`src/rtl/counter_run_ctrl_if.sv`:
```
// Button, datapath and control bundle for the counter run-control sequencer.
// The master side owns the buttons, the limit and the counter readback.
// The slave side is the sequencer, which drives the counter controls and status.
interface counter_run_ctrl_if;
  logic       start_btn;
  logic       stop_btn;
  logic       step_btn;
  logic       clear_btn;
  logic [3:0] limit;
  logic [3:0] count_in;
  logic       cnt_en;
  logic       cnt_clr;
  logic       busy;
  logic       done;
  logic       step_err;
  logic [1:0] state;

  modport master (
    output start_btn, stop_btn, step_btn, clear_btn, limit, count_in,
    input  cnt_en, cnt_clr, busy, done, step_err, state
  );

  modport slave (
    input  start_btn, stop_btn, step_btn, clear_btn, limit, count_in,
    output cnt_en, cnt_clr, busy, done, step_err, state
  );
endinterface

```
`src/rtl/counter_run_ctrl.sv`:
```
// Run-control sequencer for the 4-bit LED tick counter.
// Turns start/stop/step/clear buttons into counter enable and clear controls,
// auto-stops at a programmable limit, and guards single-step with a watchdog.
module counter_run_ctrl #(
  parameter int          CLR_CYCLES   = 2,
  parameter int unsigned STEP_TIMEOUT = 28'd125000000,
  parameter int          TO_W         = 28
) (
  input logic               clk,
  input logic               rst,
  counter_run_ctrl_if.slave bus
);

  localparam int              CLR_W    = $clog2(CLR_CYCLES + 1);
  localparam logic [TO_W-1:0] WD_LAST  = TO_W'(STEP_TIMEOUT - 1);
  localparam logic [CLR_W-1:0] CLR_LAST = CLR_W'(CLR_CYCLES - 1);

  typedef enum logic [1:0] {
    IDLE  = 2'd0,
    RUN   = 2'd1,
    STEP  = 2'd2,
    CLEAR = 2'd3
  } state_t;

  // Button vector order: {clear, stop, start, step}, highest priority first.
  logic [3:0] btn;
  logic [3:0] sync1;
  logic [3:0] sync2;
  logic [3:0] hist;
  logic [3:0] cmd;

  state_t           st;
  state_t           nxt;
  logic [TO_W-1:0]  wd;
  logic [CLR_W-1:0] clr_cnt;
  logic [3:0]       step_ref;
  logic             at_limit;
  logic             done_nxt;
  logic             err_nxt;

  assign btn      = {bus.clear_btn, bus.stop_btn, bus.start_btn, bus.step_btn};
  assign cmd      = sync2 & ~hist;
  assign at_limit = (bus.limit != 4'd0) && (bus.count_in == bus.limit);

  // Synchronise the buttons and keep one cycle of history for rising-edge detect;
  // everything resets high so a button held through reset is not seen as a press.
  always_ff @(posedge clk) begin
    if (rst) begin
      sync1 <= 4'hF;
      sync2 <= 4'hF;
      hist  <= 4'hF;
    end else begin
      sync1 <= btn;
      sync2 <= sync1;
      hist  <= sync2;
    end
  end

  // Next-state selection with command priority clear > stop > start > step.
  always_comb begin
    nxt      = st;
    done_nxt = 1'b0;
    err_nxt  = 1'b0;
    unique case (st)
      IDLE: begin
        if (cmd[3]) begin
          nxt = CLEAR;
        end else if (!cmd[2]) begin
          if (cmd[1]) begin
            if (!at_limit) nxt = RUN;
          end else if (cmd[0]) begin
            nxt = STEP;
          end
        end
      end
      RUN: begin
        if (cmd[3]) begin
          nxt = CLEAR;
        end else if (cmd[2]) begin
          nxt = IDLE;
        end else if (at_limit) begin
          nxt      = IDLE;
          done_nxt = 1'b1;
        end
      end
      STEP: begin
        if (cmd[3]) begin
          nxt = CLEAR;
        end else if (cmd[2]) begin
          nxt = IDLE;
        end else if (bus.count_in != step_ref) begin
          nxt = IDLE;
        end else if (wd == WD_LAST) begin
          nxt     = IDLE;
          err_nxt = 1'b1;
        end
      end
      CLEAR: begin
        if (clr_cnt == CLR_LAST) nxt = IDLE;
      end
    endcase
  end

  // State register with outputs decoded from the next state, plus the step
  // reference, the saturating step watchdog and the clear-length counter.
  always_ff @(posedge clk) begin
    if (rst) begin
      st           <= IDLE;
      bus.cnt_en   <= 1'b0;
      bus.cnt_clr  <= 1'b0;
      bus.busy     <= 1'b0;
      bus.done     <= 1'b0;
      bus.step_err <= 1'b0;
      bus.state    <= 2'd0;
      wd           <= '0;
      clr_cnt      <= '0;
      step_ref     <= 4'd0;
    end else begin
      st           <= nxt;
      bus.cnt_en   <= (nxt == RUN) || (nxt == STEP);
      bus.cnt_clr  <= (nxt == CLEAR);
      bus.busy     <= (nxt != IDLE);
      bus.done     <= done_nxt;
      bus.step_err <= err_nxt;
      bus.state    <= nxt;
      if ((st != STEP) && (nxt == STEP)) step_ref <= bus.count_in;
      if ((st == STEP) && (nxt == STEP)) begin
        if (wd != '1) wd <= wd + TO_W'(1);
      end else begin
        wd <= '0;
      end
      if ((st == CLEAR) && (nxt == CLEAR)) clr_cnt <= clr_cnt + CLR_W'(1);
      else                                 clr_cnt <= '0;
    end
  end

endmodule
```
`src/flat_wrapper.sv`:
```
// flat-port wrapper written by rule: the top's interface ports become plain ports
module counter_run_ctrl_flat 
#(
  parameter int          CLR_CYCLES   = 2,
  parameter int unsigned STEP_TIMEOUT = 28'd125000000,
  parameter int          TO_W         = 28
)
  (clk, rst, bus_start_btn, bus_stop_btn, bus_step_btn, bus_clear_btn, bus_limit, bus_count_in, bus_cnt_en, bus_cnt_clr, bus_busy, bus_done, bus_step_err, bus_state);
  counter_run_ctrl_if bus_i ();
  input logic clk;
  input logic rst;
  input wire logic [$bits(bus_i.start_btn)-1:0] bus_start_btn;
  input wire logic [$bits(bus_i.stop_btn)-1:0] bus_stop_btn;
  input wire logic [$bits(bus_i.step_btn)-1:0] bus_step_btn;
  input wire logic [$bits(bus_i.clear_btn)-1:0] bus_clear_btn;
  input wire logic [$bits(bus_i.limit)-1:0] bus_limit;
  input wire logic [$bits(bus_i.count_in)-1:0] bus_count_in;
  output wire logic [$bits(bus_i.cnt_en)-1:0] bus_cnt_en;
  output wire logic [$bits(bus_i.cnt_clr)-1:0] bus_cnt_clr;
  output wire logic [$bits(bus_i.busy)-1:0] bus_busy;
  output wire logic [$bits(bus_i.done)-1:0] bus_done;
  output wire logic [$bits(bus_i.step_err)-1:0] bus_step_err;
  output wire logic [$bits(bus_i.state)-1:0] bus_state;
  assign bus_i.start_btn = bus_start_btn;
  assign bus_i.stop_btn = bus_stop_btn;
  assign bus_i.step_btn = bus_step_btn;
  assign bus_i.clear_btn = bus_clear_btn;
  assign bus_i.limit = bus_limit;
  assign bus_i.count_in = bus_count_in;
  assign bus_cnt_en = bus_i.cnt_en;
  assign bus_cnt_clr = bus_i.cnt_clr;
  assign bus_busy = bus_i.busy;
  assign bus_done = bus_i.done;
  assign bus_step_err = bus_i.step_err;
  assign bus_state = bus_i.state;
  counter_run_ctrl #(.CLR_CYCLES(CLR_CYCLES), .STEP_TIMEOUT(STEP_TIMEOUT), .TO_W(TO_W)) u_core (.clk(clk), .rst(rst), .bus(bus_i));
endmodule
```
`config.mk`:
```
export PLATFORM = sky130hd
export DESIGN_NAME = counter_run_ctrl_flat
export DESIGN_NICKNAME = d
export VERILOG_FILES = /design/src/rtl/counter_run_ctrl_if.sv /design/src/rtl/counter_run_ctrl.sv /design/src/flat_wrapper.sv
export SDC_FILE = /design/constraint.sdc
export NUM_CORES = 1
export LEC_CHECK = 0
export CAP_MARGIN = 5
export CELL_PAD_IN_SITES_DETAIL_PLACEMENT = 0
export CELL_PAD_IN_SITES_GLOBAL_PLACEMENT = 1
export CORE_MARGIN = 5
export CORE_UTILIZATION = 44
export CTS_CLUSTER_DIAMETER = 80
export DETAILED_ROUTE_END_ITERATION = 10
export GPL_TIMING_DRIVEN = 0
export MAX_ROUTING_LAYER = met4
export PLACE_DENSITY = 0.86
export SLEW_MARGIN = 15
export SYNTH_ARGS = -nofsm -noshare
export SYNTH_HDL_FRONTEND = slang
export SYNTH_SLANG_ARGS = --single-unit
```
`constraint.sdc`:
```
create_clock -name clk -period 2.9 [get_ports clk]
set_input_delay 0.58 -clock clk [delete_from_list [all_inputs] [get_ports clk]]
set_output_delay 0.58 -clock clk [all_outputs]
set_load 0.01 [all_outputs]
```
Word-level counts from Yosys, hierarchy flattened

Index checks and enable logic that the tools add are counted.

ROM bits: 0
RAM bits: 0
Memories kept: 0
Register bits after elaboration: 53
Logic and storage cells: 60
Output and inout port bits: 7
Bits in latches: 0

Muxes and demuxes: 16
$mul: 0
Reduce and logical (&&, ||, !) cells: 12
Shift-type cells: 0
Equal/unequal tests: 12
Div/mod/pow operators: 0
Add/subtract/negate cells: 2
Bitwise gates (word level): 6
Magnitude comparators: 0

Operator list:

| cell                  | number |
|---|---|
| $add 28x1->28 const B | 1 |
| $eq 28x27->1 const B  | 1 |
| $ne 28x28->1 const B  | 1 |
| $mux 2                | 13 |
| $eq 2x2->1 const B    | 4 |
| $pmux 2 s4            | 1 |
| $eq 2x1->1 const B    | 3 |
| $reduce_or 5->1       | 1 |
| $and 4x4->4           | 1 |
| $eq 4x4->1            | 1 |
| $logic_and 1x1->1     | 4 |
| $ne 4x4->1            | 1 |
| $not 1->1             | 4 |
| $not 4->4             | 1 |
| $reduce_bool 4->1     | 1 |
| $reduce_or 2->1       | 2 |
| $reduce_or 4->1       | 1 |
| $add 2x1->2 const B   | 1 |
| $logic_not 2->1       | 1 |
| $mux 1                | 2 |
| $ne 2x2->1 const B    | 1 |
| $reduce_bool 2->1     | 1 |
| $logic_or 1x1->1      | 1 |

Logic depth before layout (Yosys ltp)

Depth in word-level cells: 11
Gate-level depth with buffers: 12

Least setup slack after synthesis

No wires, ideal clock.

Path kind: register -> register
Start: reg u_core.wd[6]
End: reg u_core.wd[20]
Stages on the path, launching flop included: 11
Data required time: 2.772 ns
Setup slack: 0.319 ns
Buffers on the path: 2
Arrival time: 2.453 ns
Cells stage by stage: dfxtp_1 -> or4b_2 -> nor4_1 -> nand4_1 -> a21oi_1 -> nor2_1 -> ha_1 -> clkbuf_1 -> nand3b_1 -> clkbuf_1 -> nor2_1

Longest elaborated chain between the ends: 10
Elaborated cells between the ends (all ways): 12
Classes of those cells: add/sub: 1; eq/ne: 3; mux: 5; bitwise: 1; reduce/logical: 2

RTL lines:

| item                      | line                    | source |
|---|---|---|
| from (decl)               | counter_run_ctrl.sv:34  | `logic [TO_W-1:0] wd;` |
| from (signal assigned)    | counter_run_ctrl.sv:128 | `if (wd != '1) wd <= wd + TO_W'(1);` |
| $eq 28x27->1              | counter_run_ctrl.sv:93  | `end else if (wd == WD_LAST) begin` |
| $mux 2                    | counter_run_ctrl.sv:93  |  |
| $mux 2                    | counter_run_ctrl.sv:91  | `end else if (bus.count_in != step_ref) begin` |
| $mux 2                    | counter_run_ctrl.sv:89  | `end else if (cmd[2]) begin` |
| $mux 2                    | counter_run_ctrl.sv:87  | `if (cmd[3]) begin` |
| $pmux 2 s4                | counter_run_ctrl.sv:64  | `unique case (st)` |
| net u_core.nxt[1]         | counter_run_ctrl.sv:33  | `state_t nxt;` |
| $eq 2x2->1                | counter_run_ctrl.sv:127 | `if ((st == STEP) && (nxt == STEP)) begin` |
| $logic_and 1x1->1         | counter_run_ctrl.sv:127 |  |
| $not 1->1 (no line)       | n/a                     |  |
| $reduce_or 2->1 (no line) | n/a                     |  |

The timed path passes the listed nets, and every way through them passes these cells.
A chain may end at the register's enable or synchronous reset.

Final worst setup path

Start: reg u_core.wd[6]
End: reg u_core.wd[2]

Same word-level chain as after synthesis.

==> results.yml <==
global_routing:
  grt_use_met1: 0.204
  use_met3: 0.0330
  first_global_vias: 1944
  grt_pass1_wl_um: 8980
  track_usage: 0.158
  overflow: 0
  antenna_found_initial: 0
  grt-busiest-layer: "met2"
  use_met2: 0.242
  grt_max_degree: 20
layout:
  instances_no_fill: 380
  fin_area_um2: 2910
  drive_gt1_frac: 0.166
  post-route-util: 0.532
  final_nets: 326
  area_growth_syn_to_layout_pct: 17.6
  diodes: 0
sta:
  grt_setup_unrepaired: "false"
  skew_ns: 0.00732
  whs_ns: 0.416
  period_share: 0.942
  timing.fmax_mhz: 366
  timing.slew.headroom: 0.670
  setup_tns_ns: 0
  final_hold_viol_count: 0
  worstMarginPinSlew_ns: 0.492
  setup_viol: 0
  worst_slack_ns: 0.169
  finalMaxSlewViolations: 0
  finalCriticalPeriod_ns: 2.73
yosys:
  synth_nets: 298
  netlist_area_um2: 2480
  synth_area_leaders: "dfxtp_1 (43%), a21oi_1 (4.6%), xnor2_1 (4.6%)"
  netlist_instances: 279
  yosysMostFrequentCell: "dfxtp_1"
  avgSynthCellArea_um2: 8.88
  yosys-top-cells-count: "dfxtp_1 (53), a21oi_1 (23), nand2_1 (22), nor2_1 (22), nand3_1 (16)"
  ys_seq_area_frac: 0.428
  ys_types: 47
  synthArstFlopShare: 0
  synth_edf_count: 0
  synth_top_cell_by_area: "dfxtp_1"
  ys_seq_elements: 53
  yosysWarnings: 0
  ys.flop_type: "dfxtp_1"
  synth_top_area_share: 0.428
power:
  peakVddDrop_mv: 0.410
  power_density_nw_per_um2: 587
  p_total_mw: 1.71
  leakage_nw: 0.949
cts:
  cts_root_buffer: "clkbuf_8"
  clk_pin_slew_worst_paths_ns: 0.10
  holdBufCountCts: 0
  clk_latency_ns: 0.31
  cts_tree: "done"
  cts_buffers: 5
  htreeDepth: 2
  clk_path_buf_depth: 2
  clock-sinks: 53
placed_design:
  pre_cts_slack_ns: -0.652
  post-dp-hpwl_um: 3740
  port_buffers: 20
  place_area_um2: 2770
  dp_cells: 371
  gp_congestion: 0.792
worst_setup_path:
  path_cells: "or4b_2 > nor4_2 > nand4_1 > a21oi_2 > nor2_1 > ha_1 > nand3b_1 > buf_4 > nor2_1 > a31o_2"
  worstSetupPathType: "reg2reg"
  worst_setup_path_end_kind: "flop"
  cp_slowest_cell: "or4b_2"
  start_kind: "flop"
  crit_fanout: 7
  crit_required_ns: 3.12
  arrival_ns: 2.95
  path_buf_inv: 1
  max_stage_delay_ns: 0.70
  cpMostUsedCell: "nor2_1"
  cp_top_family: "simple AND/OR/NAND/NOR gates"
routing:
  drc: 0
  ant_nets: 0
  drt_iter0_drc: 138
  wire_per_inst_um: 14.0
  drt_wl_total_um: 5310
  avgViaCountPerCell: 5.32
  dr.pass1.iters: 5
  vias: 2023
floorplanning:
  ioPinCount: 21
  die_h_um: 85.0
  dieWidth_um: 85.0
  rows: 27
  dieArea_um2: 7230
  start_util: 0.453
  core_um2: 5470
worst_hold_path:
  hold_class: "reg2reg"
outcome:
  outcome: "complete, no violations"
run:
  cap_viol_max_count: 0
-- per-layer routing --
metal  share of wire  routed length (um)
met5               0                   0
met2            0.45                2370
met4           0.020                 104
met3           0.029                 152
met1            0.51                2690
-- power by group --
group / internal [mW] / switching (mW)
Combinational: 0.201 / 0.232
Clock: 0.180 / 0.265
Sequential: 0.787 / 0.0461
Total: 1.17 / 0.542
-- worst reg2reg max path: stages (launching register included) --
cell	delay (ns)
dfxtp_1	0.37
or4b_2	0.70
nor4_2	0.17
nand4_1	0.18
a21oi_2	0.19
nor2_1	0.08
ha_1	0.28
nand3b_1	0.23
buf_4	0.17
nor2_1	0.04
a31o_2	0.24
-- cells in the final DEF (no fill, tap or decap), types with 4 or more instances in the layout --
cell type / synthesis / routed
dfxtp_1: 53 / 53
xor2_1: 8 / 8
nor2_1: 22 / 22
nor4_2: 2 / 4
clkdlybuf4s50_1: 0 / 20
nand3_1: 16 / 16
nor3_1: 6 / 5
clkbuf_8: 0 / 5
inv_1: 6 / 6
a21oi_1: 23 / 22
ha_1: 5 / 5
o21ai_0: 7 / 6
or3_1: 10 / 10
nor4_1: 6 / 4
nand4_1: 7 / 7
a31oi_1: 7 / 7
nand2b_1: 7 / 7
xnor2_1: 13 / 13
nand2_1: 22 / 22
or2_2: 13 / 13
-- registers in the layout (all words and copies together), names as in the netlist --
register             flops
u_core.sync2             4
u_core.bus.step_err      1
u_core.hist              4
u_core.clr_cnt           2
u_core.bus.state         2
u_core.wd               28
u_core.bus.cnt_en        1
u_core.sync1             4
u_core.step_ref          4
u_core.bus.busy          1
u_core.bus.done          1
u_core.bus.cnt_clr       1
-- final timing paths --
path,slack [ns],cells after the start,endpoint,from
min reg2reg,0.42,1,u_core.sync2[3],u_core.sync1[3]
min,0.42,1,u_core.sync2[3],u_core.sync1[3]
max reg2reg,0.17,10,u_core.wd[2],u_core.wd[6]
max,0.17,10,u_core.wd[2],u_core.wd[6]
-- cell type report --
cell class | instances | area (um2)
flip-flops and latches | 53 | 1060
inverters | 6 | 22.5
repair buffers | 22 | 215
well taps | 72 | 90.1
plain buffers | 10 | 62.6
clock inverters | 3 | 26.3
clock buffers | 5 | 68.8
multi-input cells | 209 | 1370
fillers | 554 | 2560
-- timing repair --
item / CTS / global route
pin swaps: 1 / 3
setup endpoints to repair: 25 / 28
resized for setup: 8 / 2
setup buffers: 2 / 0
-- logic make-up (layout without fill, tap and decap cells) --
group / count (synthesis) / count (layout) / synth area share
mux: 1 / 1 / 0.00404
xor+xnor: 21 / 21 / 0.0742
buf+inv: 17 / 46 / 0.0348
simple gates: 137 / 137 / 0.330
compound gates: 45 / 45 / 0.103
fa+ha+maj: 5 / 5 / 0.0253
flops: 53 / 53 / 0.428
Note: power is estimated with default switching activity, not from simulation.
